<file path="src/rtl/sr_flag_arbiter.sv">
// sr_flag_arbiter: round-robin arbiter feeding a registered set/reset flag bank.
// Optional SR_ARB_LOCK_EN adds REQ_LOCK so a grantee can hold priority.
module sr_flag_arbiter #(
  parameter int NREQ   = 4,
  parameter int NFLAGS = 8,
  parameter int IDXW   = 3,
  parameter int GW     = 2
) (
  input  logic                 CLK,
  input  logic                 RST_N,
  input  logic [NREQ-1:0]      REQ_VALID,
  input  logic [NREQ-1:0]      REQ_S,
  input  logic [NREQ-1:0]      REQ_R,
  input  logic [NREQ*IDXW-1:0] REQ_IDX,
`ifdef SR_ARB_LOCK_EN
  input  logic [NREQ-1:0]      REQ_LOCK,
`endif
  output logic [NREQ-1:0]      REQ_READY,
  output logic [NFLAGS-1:0]    Q,
  output logic                 BUSY,
  output logic [GW-1:0]        LAST_GNT
);

  logic [GW-1:0]     ptr_q, ptr_d;
  logic [GW-1:0]     last_q;
  logic [GW-1:0]     gidx;
  logic              busy_q;
  logic              cmd_s_q, cmd_r_q;
  logic [IDXW-1:0]   cmd_idx_q;
  logic [NFLAGS-1:0] q_q, q_d;
  logic [NREQ-1:0]   gnt;
  logic              found;
  logic              sel_s, sel_r;
  logic [IDXW-1:0]   sel_idx;
`ifdef SR_ARB_LOCK_EN
  logic              sel_lock;
  logic              lock_q, lock_d;
`endif

  function automatic logic [GW-1:0] wrap_inc(input logic [GW-1:0] v);
    return (int'(v) >= NREQ - 1) ? '0 : v + 1'b1;
  endfunction

  // Pass 0 scans from the pointer upward, pass 1 wraps to the low indices.
  always_comb begin
    gnt     = '0;
    found   = 1'b0;
    gidx    = '0;
    sel_s   = 1'b0;
    sel_r   = 1'b0;
    sel_idx = '0;
`ifdef SR_ARB_LOCK_EN
    sel_lock = 1'b0;
`endif
    for (int p = 0; p < 2; p++) begin
      for (int i = 0; i < NREQ; i++) begin
        if (!found && REQ_VALID[i] &&
            ((p == 0) == (i >= int'(ptr_q)))) begin
          found   = 1'b1;
          gnt[i]  = 1'b1;
          gidx    = GW'(i);
          sel_s   = REQ_S[i];
          sel_r   = REQ_R[i];
          sel_idx = REQ_IDX[i*IDXW +: IDXW];
`ifdef SR_ARB_LOCK_EN
          sel_lock = REQ_LOCK[i];
`endif
        end
      end
    end
  end

  assign REQ_READY = gnt & {NREQ{RST_N}};

  always_comb begin
    q_d = q_q;
    for (int f = 0; f < NFLAGS; f++) begin
      if (busy_q && (cmd_s_q ^ cmd_r_q) &&
          cmd_idx_q == IDXW'(f))
        q_d[f] = cmd_s_q;
    end
  end

  always_comb begin
    ptr_d = ptr_q;
`ifdef SR_ARB_LOCK_EN
    lock_d = lock_q;
    if (found) begin
      lock_d = sel_lock;
      ptr_d  = sel_lock ? gidx : wrap_inc(gidx);
    end else if (lock_q) begin
      // Lock holder dropped its request: release and move on.
      lock_d = 1'b0;
      ptr_d  = wrap_inc(ptr_q);
    end
`else
    if (found)
      ptr_d = wrap_inc(gidx);
`endif
  end

  always_ff @(posedge CLK or negedge RST_N) begin
    if (!RST_N) begin
      q_q       <= '0;
      busy_q    <= 1'b0;
      ptr_q     <= '0;
      last_q    <= '0;
      cmd_s_q   <= 1'b0;
      cmd_r_q   <= 1'b0;
      cmd_idx_q <= '0;
    end else begin
      q_q    <= q_d;
      busy_q <= found;
      ptr_q  <= ptr_d;
      if (found) begin
        cmd_s_q   <= sel_s;
        cmd_r_q   <= sel_r;
        cmd_idx_q <= sel_idx;
        last_q    <= gidx;
      end
    end
  end

`ifdef SR_ARB_LOCK_EN
  always_ff @(posedge CLK or negedge RST_N) begin
    if (!RST_N) lock_q <= 1'b0;
    else        lock_q <= lock_d;
  end
`endif

  assign Q        = q_q;
  assign BUSY     = busy_q;
  assign LAST_GNT = last_q;

endmodule

</file>
<file path="config.mk">
export PLATFORM = sky130hd
export DESIGN_NAME = sr_flag_arbiter
export DESIGN_NICKNAME = d
export VERILOG_FILES = /design/src/rtl/sr_flag_arbiter.sv
export SDC_FILE = /design/constraint.sdc
export NUM_CORES = 1
export LEC_CHECK = 0
export CAP_MARGIN = 40
export CELL_PAD_IN_SITES_DETAIL_PLACEMENT = 1
export CELL_PAD_IN_SITES_GLOBAL_PLACEMENT = 2
export CORE_MARGIN = 3
export CORE_UTILIZATION = 27
export DETAILED_ROUTE_END_ITERATION = 6
export GPL_TIMING_DRIVEN = 0
export MAX_ROUTING_LAYER = met4
export PLACE_DENSITY_LB_ADDON = 0.1
export SLEW_MARGIN = 20
export SYNTH_ARGS = -nofsm -noshare
export SYNTH_HDL_FRONTEND = slang
export SYNTH_SLANG_ARGS = --single-unit
</file>
<file path="constraint.sdc">
create_clock -name CLK -period 2.1 [get_ports CLK]
set_clock_uncertainty 0.1 [all_clocks]
set_input_delay 0.315 -clock CLK [delete_from_list [all_inputs] [get_ports CLK]]
set_output_delay 0.315 -clock CLK [all_outputs]
set_load 0.05 [all_outputs]
</file>
==> results of run 1 <==
-- final cells by class --
| type | instances | area, sq um | share of cell area, % |
|---|---|---|---|
| buffer | 8 | 72.6 | 3.62 |
| clock buffer | 4 | 55.1 | 2.75 |
| inverter | 5 | 18.8 | 0.936 |
| multi-input combinational | 116 | 841 | 41.9 |
| sequential | 18 | 452 | 22.5 |
| tap | 65 | 81.3 | 4.06 |
| timing repair buffer | 49 | 484 | 24.2 |
-- worst max-delay path by stage --
stage,to,slack [ns],depth (start not counted),startpoint
2_1_floorplan,REQ_READY[0],0.04,6,ptr_q[0]$_DFFE_PN0P_
3_3_place_gp,REQ_READY[3],-1.15,4,RST_N
3_5_place_dp,REQ_READY[0],-1.04,7,REQ_VALID[1]
4_1_cts,REQ_READY[2],-0.007,6,ptr_q[0]$_DFFE_PN0P_
5_1_grt,REQ_READY[1],-0.06,6,ptr_q[1]$_DFFE_PN0P_
6_report,REQ_READY[1],0.04,6,ptr_q[1]$_DFFE_PN0P_
-- placed cells by master, fill, tap and decap left out, types with 4 or more instances in the layout --
master           Yosys  routed
nor3b_1              6       6
buf_6                2       7
o21ai_1              4       4
nor2b_1              4       4
nand2_1             12      11
clkbuf_8             0       4
mux2_2               6       6
nand3_1              6       6
a21oi_1             11       9
buf_4                3      11
dfrtp_1             18      17
nand2b_1             5       5
clkdlybuf4s50_1      0      31
o21ai_0              5       5
nor2_1              11       9
-- where the power goes --
part	total (mW)	internal, mW	switching [mW]
Sequential	0.635	0.507	0.128
Combinational	1.68	0.697	0.985
Clock	0.300	0.167	0.133
Total	2.62	1.37	1.25
-- timing repair --
action | in CTS | in global routing
endpoints found under the setup margin | 4 | 4
setup buffers | 3 | 5
pin swaps | 1 | 6
gates resized for setup | 36 | 7
hold buffers | 1 | 0
hold endpoints to repair | 4 | 0
-- critical path, delay by kind of cell, from the launching register on --
| family | cells | cell delay [ns] |
|---|---|---|
| AOI/OAI and AO/OA | 2 | 0.27 |
| DFF | 1 | 0.45 |
| buffers and inverters | 3 | 0.50 |
| and+or+nand+nor | 1 | 0.16 |
-- flip-flops by register name, summed over array words and instances, names as in the netlist --
name / flops
cmd_r_q: 1
cmd_s_q: 1
Q: 8
ptr_q: 2
LAST_GNT: 2
cmd_idx_q: 3
BUSY: 1
-- stage by stage --
step                TNS [ns]  utilization [%]
finish                     0             44.2
global route         -0.0703             44.2
CTS                  -0.0131             43.2
detailed placement     -3.68             40.4
global placement       -4.62             39.8
floorplan                  0                -
-- cells by family (layout without fill, tap and decap cells) --
logic type,Yosys count,in the layout,synth area share (%)
flip-flops,18,18,34.0
multiplexers,9,9,7.55
AO/OA/AOI/OAI,43,43,23.6
AND/OR/NAND/NOR,63,63,28.2
XOR/XNOR,1,1,0.661
buffers and inverters,13,66,5.95
-- layer usage --
layer,track usage (%),wire (microns)
met1,23.4,2440
met2,28.0,2300
met3,3.55,205
met4,4.89,52
met5,-,0
==> flow_summary.yaml, run 1 <==
outcome:
  run_status: "complete, no violations"
route:
  drtAntennaViolNets: 0
  via_count: 1399
  drcViolationCount: 0
  avgViaCountPerCell: 5.28
  drt-pass1-iter-count: 4
  routed_wire_length_per_instance_microns: 18.8
  detailedRoute.firstIterationViolations: 61
  wl_microns: 4990
cells_and_area:
  final_design_area_no_fill_sq_mm: 0.00200
  synthToLayoutAreaGrowth_pct: 51.3
  num_antenna_cells: 0
  num-nets-final: 227
  post_route_cells_drive_above_1_share_pct: 27.0
  n_fill_cell: 524
  final_cell_count_no_fill: 265
clocking:
  clock_slew_seen_by_the_registers_of_the_worst_setup_and_hold_paths_ns: 0.08
  tritoncts.num_buffers: 3
  cts_buffer_depth: 2
  cts.root.buffer_cell: "clkbuf_8"
  clock_sink_count: 18
  worstSkewPairLatency_ns: 0.26
  tritoncts_clock_tree: "done"
  htreeDepth: 1
floorplan:
  floorplan.die_area_sq_mm: 0.00578
  die_height_microns: 76.1
  width_of_the_die_microns: 76.1
  top_level_ports: 41
  coreArea_sq_mm: 0.00453
  initial_utilization_pct: 29.2
  row_count: 24
yosys:
  cell_types_with_the_largest_area_share_after_synthesis: "dfrtp_1 (34%), mux2_2 (5.1%), a21oi_1 (4.2%)"
  synth_nets: 173
  synth_top_area_share_pct: 34.0
  yosysUniqueCellTypes: 47
  synthDominantAreaCellType: "dfrtp_1"
  ys_seq_elements: 18
  ys_warn_count: 0
  seq_area_frac_synth_pct: 34.0
  synth_most_common_cell: "dfrtp_1"
  number_of_enable_type_register_cells_in_the_synthesized_netlist: 0
  netlist_instances: 147
  syn_area_per_cell_sq_um: 9.01
  ys.flop_type: "dfrtp_1"
  async_flop_share_pct: 100
  synth_common_cells: "dfrtp_1 (18), nand2_1 (12), a21oi_1 (11), nor2_1 (11)"
  synth.cell_area_sq_mm: 0.00133
critical_path:
  crit-reg2reg-launch: "ptr_q[0]$_DFFE_PN0P_"
  cp_slowest_cell: "dfrtp_2"
  critPathRequiredTime_ns: 1.68
  setup.worst_path.end_class: "output port"
  critical-path-top-cell-by-count: "buf_6"
  critical_path.max_stage_delay_ns: 0.45
  critPathLaunchType: "flip-flop"
  worstPathArrival_ns: 1.65
  worstSetupPathType: "reg -> out"
  r2r-end: "cmd_idx_q[1]$_DFFE_PN0P_"
  setup.reg_to_reg.worst_slack_ns: 0.34
  critical_path.cell_chain: "buf_6, buf_4, a21oi_1, o211ai_1, nor2_1, buf_6"
  timing.critical_path.fanout_max: 10
  reg2regPathDepth: 6
power_and_ir_drop:
  pwr_density_cell_mw_per_mm2: 1310
  total_leakage_power_nw: 0.798
  finalPower_mw: 2.62
  worst_ir_drop_vdd_v: 0.000537
run:
  cap_viol_max_count: 0
placement:
  place_hpwl_microns: 3630
  weighted_congestion_at_the_end_of_routability_driven_global_placement: 0.801
  dp.cells: 252
  placedInstanceArea_sq_mm: 0.00183
  io_buffers: 39
  post-place-ws_ns: -1.04
sta:
  fmaxAchievable_mhz: 485
  report.final.hold_viol_count: 0
  fin_worst_hold_slack_ns: 0.174
  final-setup-viol-count: 0
  timing.final.crit_share_pct: 98.2
  maxSlewHeadroom_pct: 65.7
  setup_ws_ns: 0.0379
  period_needed_ns: 2.06
  slew_viol_final: 0
  worst_margin_pin_slew_ns: 0.513
  rsz0062_at_grt: "true"
global_route:
  globalRouteTotalUtil_pct: 17.8
  first_global_vias: 1578
  grt-ovfl-total: 0
  grt_first_pass_wirelength_microns: 8020
  maximum_number_of_pins_on_one_net_before_global_route_repair: 15
  antenna_found_initial: 0
hold_path:
  worstHoldPathType: "in -> async"
Power figures use the tool's default switching activity.
==> run 2: changes to the inputs <==
Settings changed: CORE_ASPECT_RATIO set to 2.
==> run 2 against run 1 <==
Sequential power rose by 0.8%. Flip-flop and latch count did not move. Hold slack lost 0.15 ns. First-iteration DRC count fell by 57%. Critical path type unchanged. Largest cell class unchanged.
==> flow_summary.yaml, run 2 (same netlist as run 1, synthesis figures left out) <==
floorplan:
  initial_utilization_pct: 28.3
  width_of_the_die_microns: 55.5
  coreArea_sq_mm: 0.00469
  floorplan.die_area_sq_mm: 0.00584
  row_count: 35
  top_level_ports: 41
  die_height_microns: 105
run:
  cap_viol_max_count: 0
clocking:
  cts.root.buffer_cell: "clkbuf_8"
  cts_buffer_depth: 2
  clock_sink_count: 18
  clock_slew_seen_by_the_registers_of_the_worst_setup_and_hold_paths_ns: 0.07
  worstSkewPairLatency_ns: 0.26
  htreeDepth: 1
  tritoncts_clock_tree: "done"
  tritoncts.num_buffers: 3
cells_and_area:
  final_cell_count_no_fill: 258
  num-nets-final: 231
  num_antenna_cells: 0
  synthToLayoutAreaGrowth_pct: 53.0
  most_frequent_cells_in_the_layout: "clkdlybuf4s50_1 (31), dfrtp_1 (16), buf_4 (12)"
  largest_register_ffs: 8
  layout.cells.most_common: "clkdlybuf4s50_1"
  post_route_cells_drive_above_1_share_pct: 30.0
  final_design_area_no_fill_sq_mm: 0.00203
sta:
  report.final.hold_viol_count: 0
  final-setup-viol-count: 0
  fmaxAchievable_mhz: 485
  slew_viol_final: 0
  worst_margin_pin_slew_ns: 0.498
  maxSlewHeadroom_pct: 66.7
  period_needed_ns: 2.06
  fin_worst_hold_slack_ns: 0.0227
  timing.final.crit_share_pct: 98.3
route:
  drcViolationCount: 0
  wl_microns: 5150
  avgViaCountPerCell: 5.48
  via_count: 1413
  drt-pass1-iter-count: 4
  detailedRoute.firstIterationViolations: 26
  routed_wire_length_per_instance_microns: 19.9
  drtAntennaViolNets: 0
power_and_ir_drop:
  pwr_density_cell_mw_per_mm2: 1310
  worst_ir_drop_vdd_v: 0.000527
  total_leakage_power_nw: 0.816
global_route:
  first_global_vias: 1541
  grt-ovfl-total: 0
  antenna_found_initial: 0
  globalRouteTotalUtil_pct: 18.8
  grt_first_pass_wirelength_microns: 8250
  maximum_number_of_pins_on_one_net_before_global_route_repair: 15
critical_path:
  path_delay_family: "flip-flops"
  setup.worst_path.end_class: "output port"
  critical_path.max_stage_delay_ns: 0.45
  critPathRequiredTime_ns: 1.68
  worstSetupPathType: "reg -> out"
  critPathLaunchType: "flip-flop"
  timing.critical_path.fanout_max: 5
  setup.reg_to_reg.worst_slack_ns: 0.31
  worst-path-stages: 5
  cp_slowest_cell: "dfrtp_2"
  worst_setup_path_startpoint: "ptr_q[0]$_DFFE_PN0P_"
  crit-reg2reg-launch: "ptr_q[0]$_DFFE_PN0P_"
  number_of_buffer_and_inverter_instances_along_the_worst_setup_path: 2
  reg2regPathDepth: 7
  worstPathArrival_ns: 1.65
  critical_path.cell_chain: "buf_4, a21bo_4, or2_4, a21oi_4, buf_6"
placement:
  placedInstanceArea_sq_mm: 0.00181
  io_buffers: 39
  place_hpwl_microns: 4000
  dp.cells: 242
  weighted_congestion_at_the_end_of_routability_driven_global_placement: 0.862
outcome:
  run_status: "complete, no violations"
hold_path:
  worstHoldPathType: "in -> async"
==> run 2: where the power goes <==
part	internal [mW]	leakage, nW	switching [mW]
Combinational	0.752	0.581	1.02
Clock	0.128	0.0216	0.123
Sequential	0.509	0.213	0.131
Total	1.39	0.816	1.27
==> run 2: path summary, 6_finish.rpt <==
| check | end |
|---|---|
| max | REQ_READY[2] |
| min | Q[0]$_DFFE_PN0P_ |
| max reg2reg | cmd_r_q$_DFFE_PN0P_ |
| min reg2reg | Q[7]$_DFFE_PN0P_ |
| max in group asynchronous | ptr_q[0]$_DFFE_PN0P_ |
| min in group CLK | BUSY$_DFF_PN0_ |
==> run 2: metal layers <==
layer	vias up	wire, microns	global-route usage [%]
met3	7	191	2.72
met5	-	0	-
li1	656	-	-
met2	36	3040	35.8
met4	0	91	6.78
met1	714	1820	18.6
==> run 2: metrics by stage <==
stage	utilization, %	total power, mW	TNS [ns]	worst slack, ns
floorplan	-	1.65	0	0.0440
global placement	38.3	2.11	-4.46	-1.13
detailed placement	38.6	2.17	-3.70	-1.03
CTS	40.5	2.49	-0.00676	-0.00676
global route	43.3	2.82	-0.00384	-0.00384
finish	43.3	2.66	0	0.0362
==> run 2: what timing repair did <==
| action | 4_1_cts | 5_1_grt |
|---|---|---|
| buffers inserted | 2 | 9 |
| pin swaps | 3 | 7 |
| endpoints found under the setup margin | 4 | 4 |
| cloned | 0 | 1 |
| hold endpoints to repair | 5 | 0 |
| hold buffers | 1 | 0 |
| resized for setup | 34 | 15 |
==> run 2: cell type report <==
class / count / area (sq um)
Fill cell: 543 / 2660
Multi-Input combinational cell: 116 / 862
Timing Repair Buffer: 53 / 503
Sequential cell: 18 / 453
Buffer: 8 / 80.1
Tap cell: 55 / 68.8
Clock buffer: 3 / 41.3
Inverter: 5 / 18.8
==> run 2: worst reg2reg max path: cells and delay by family, from the launching register on <==
family | cells | cell delay [ns]
DFF | 1 | 0.45
buffers and inverters | 2 | 0.30
AOI/OAI and AO/OA | 2 | 0.28
and+or+nand+nor | 3 | 0.54
==> run 3: changes to the inputs <==
Settings changed: SLEW_MARGIN 20 to 25.
==> results of run 3 <==
Same layout as run 2: the final DEF is identical, and so are final timing and power.
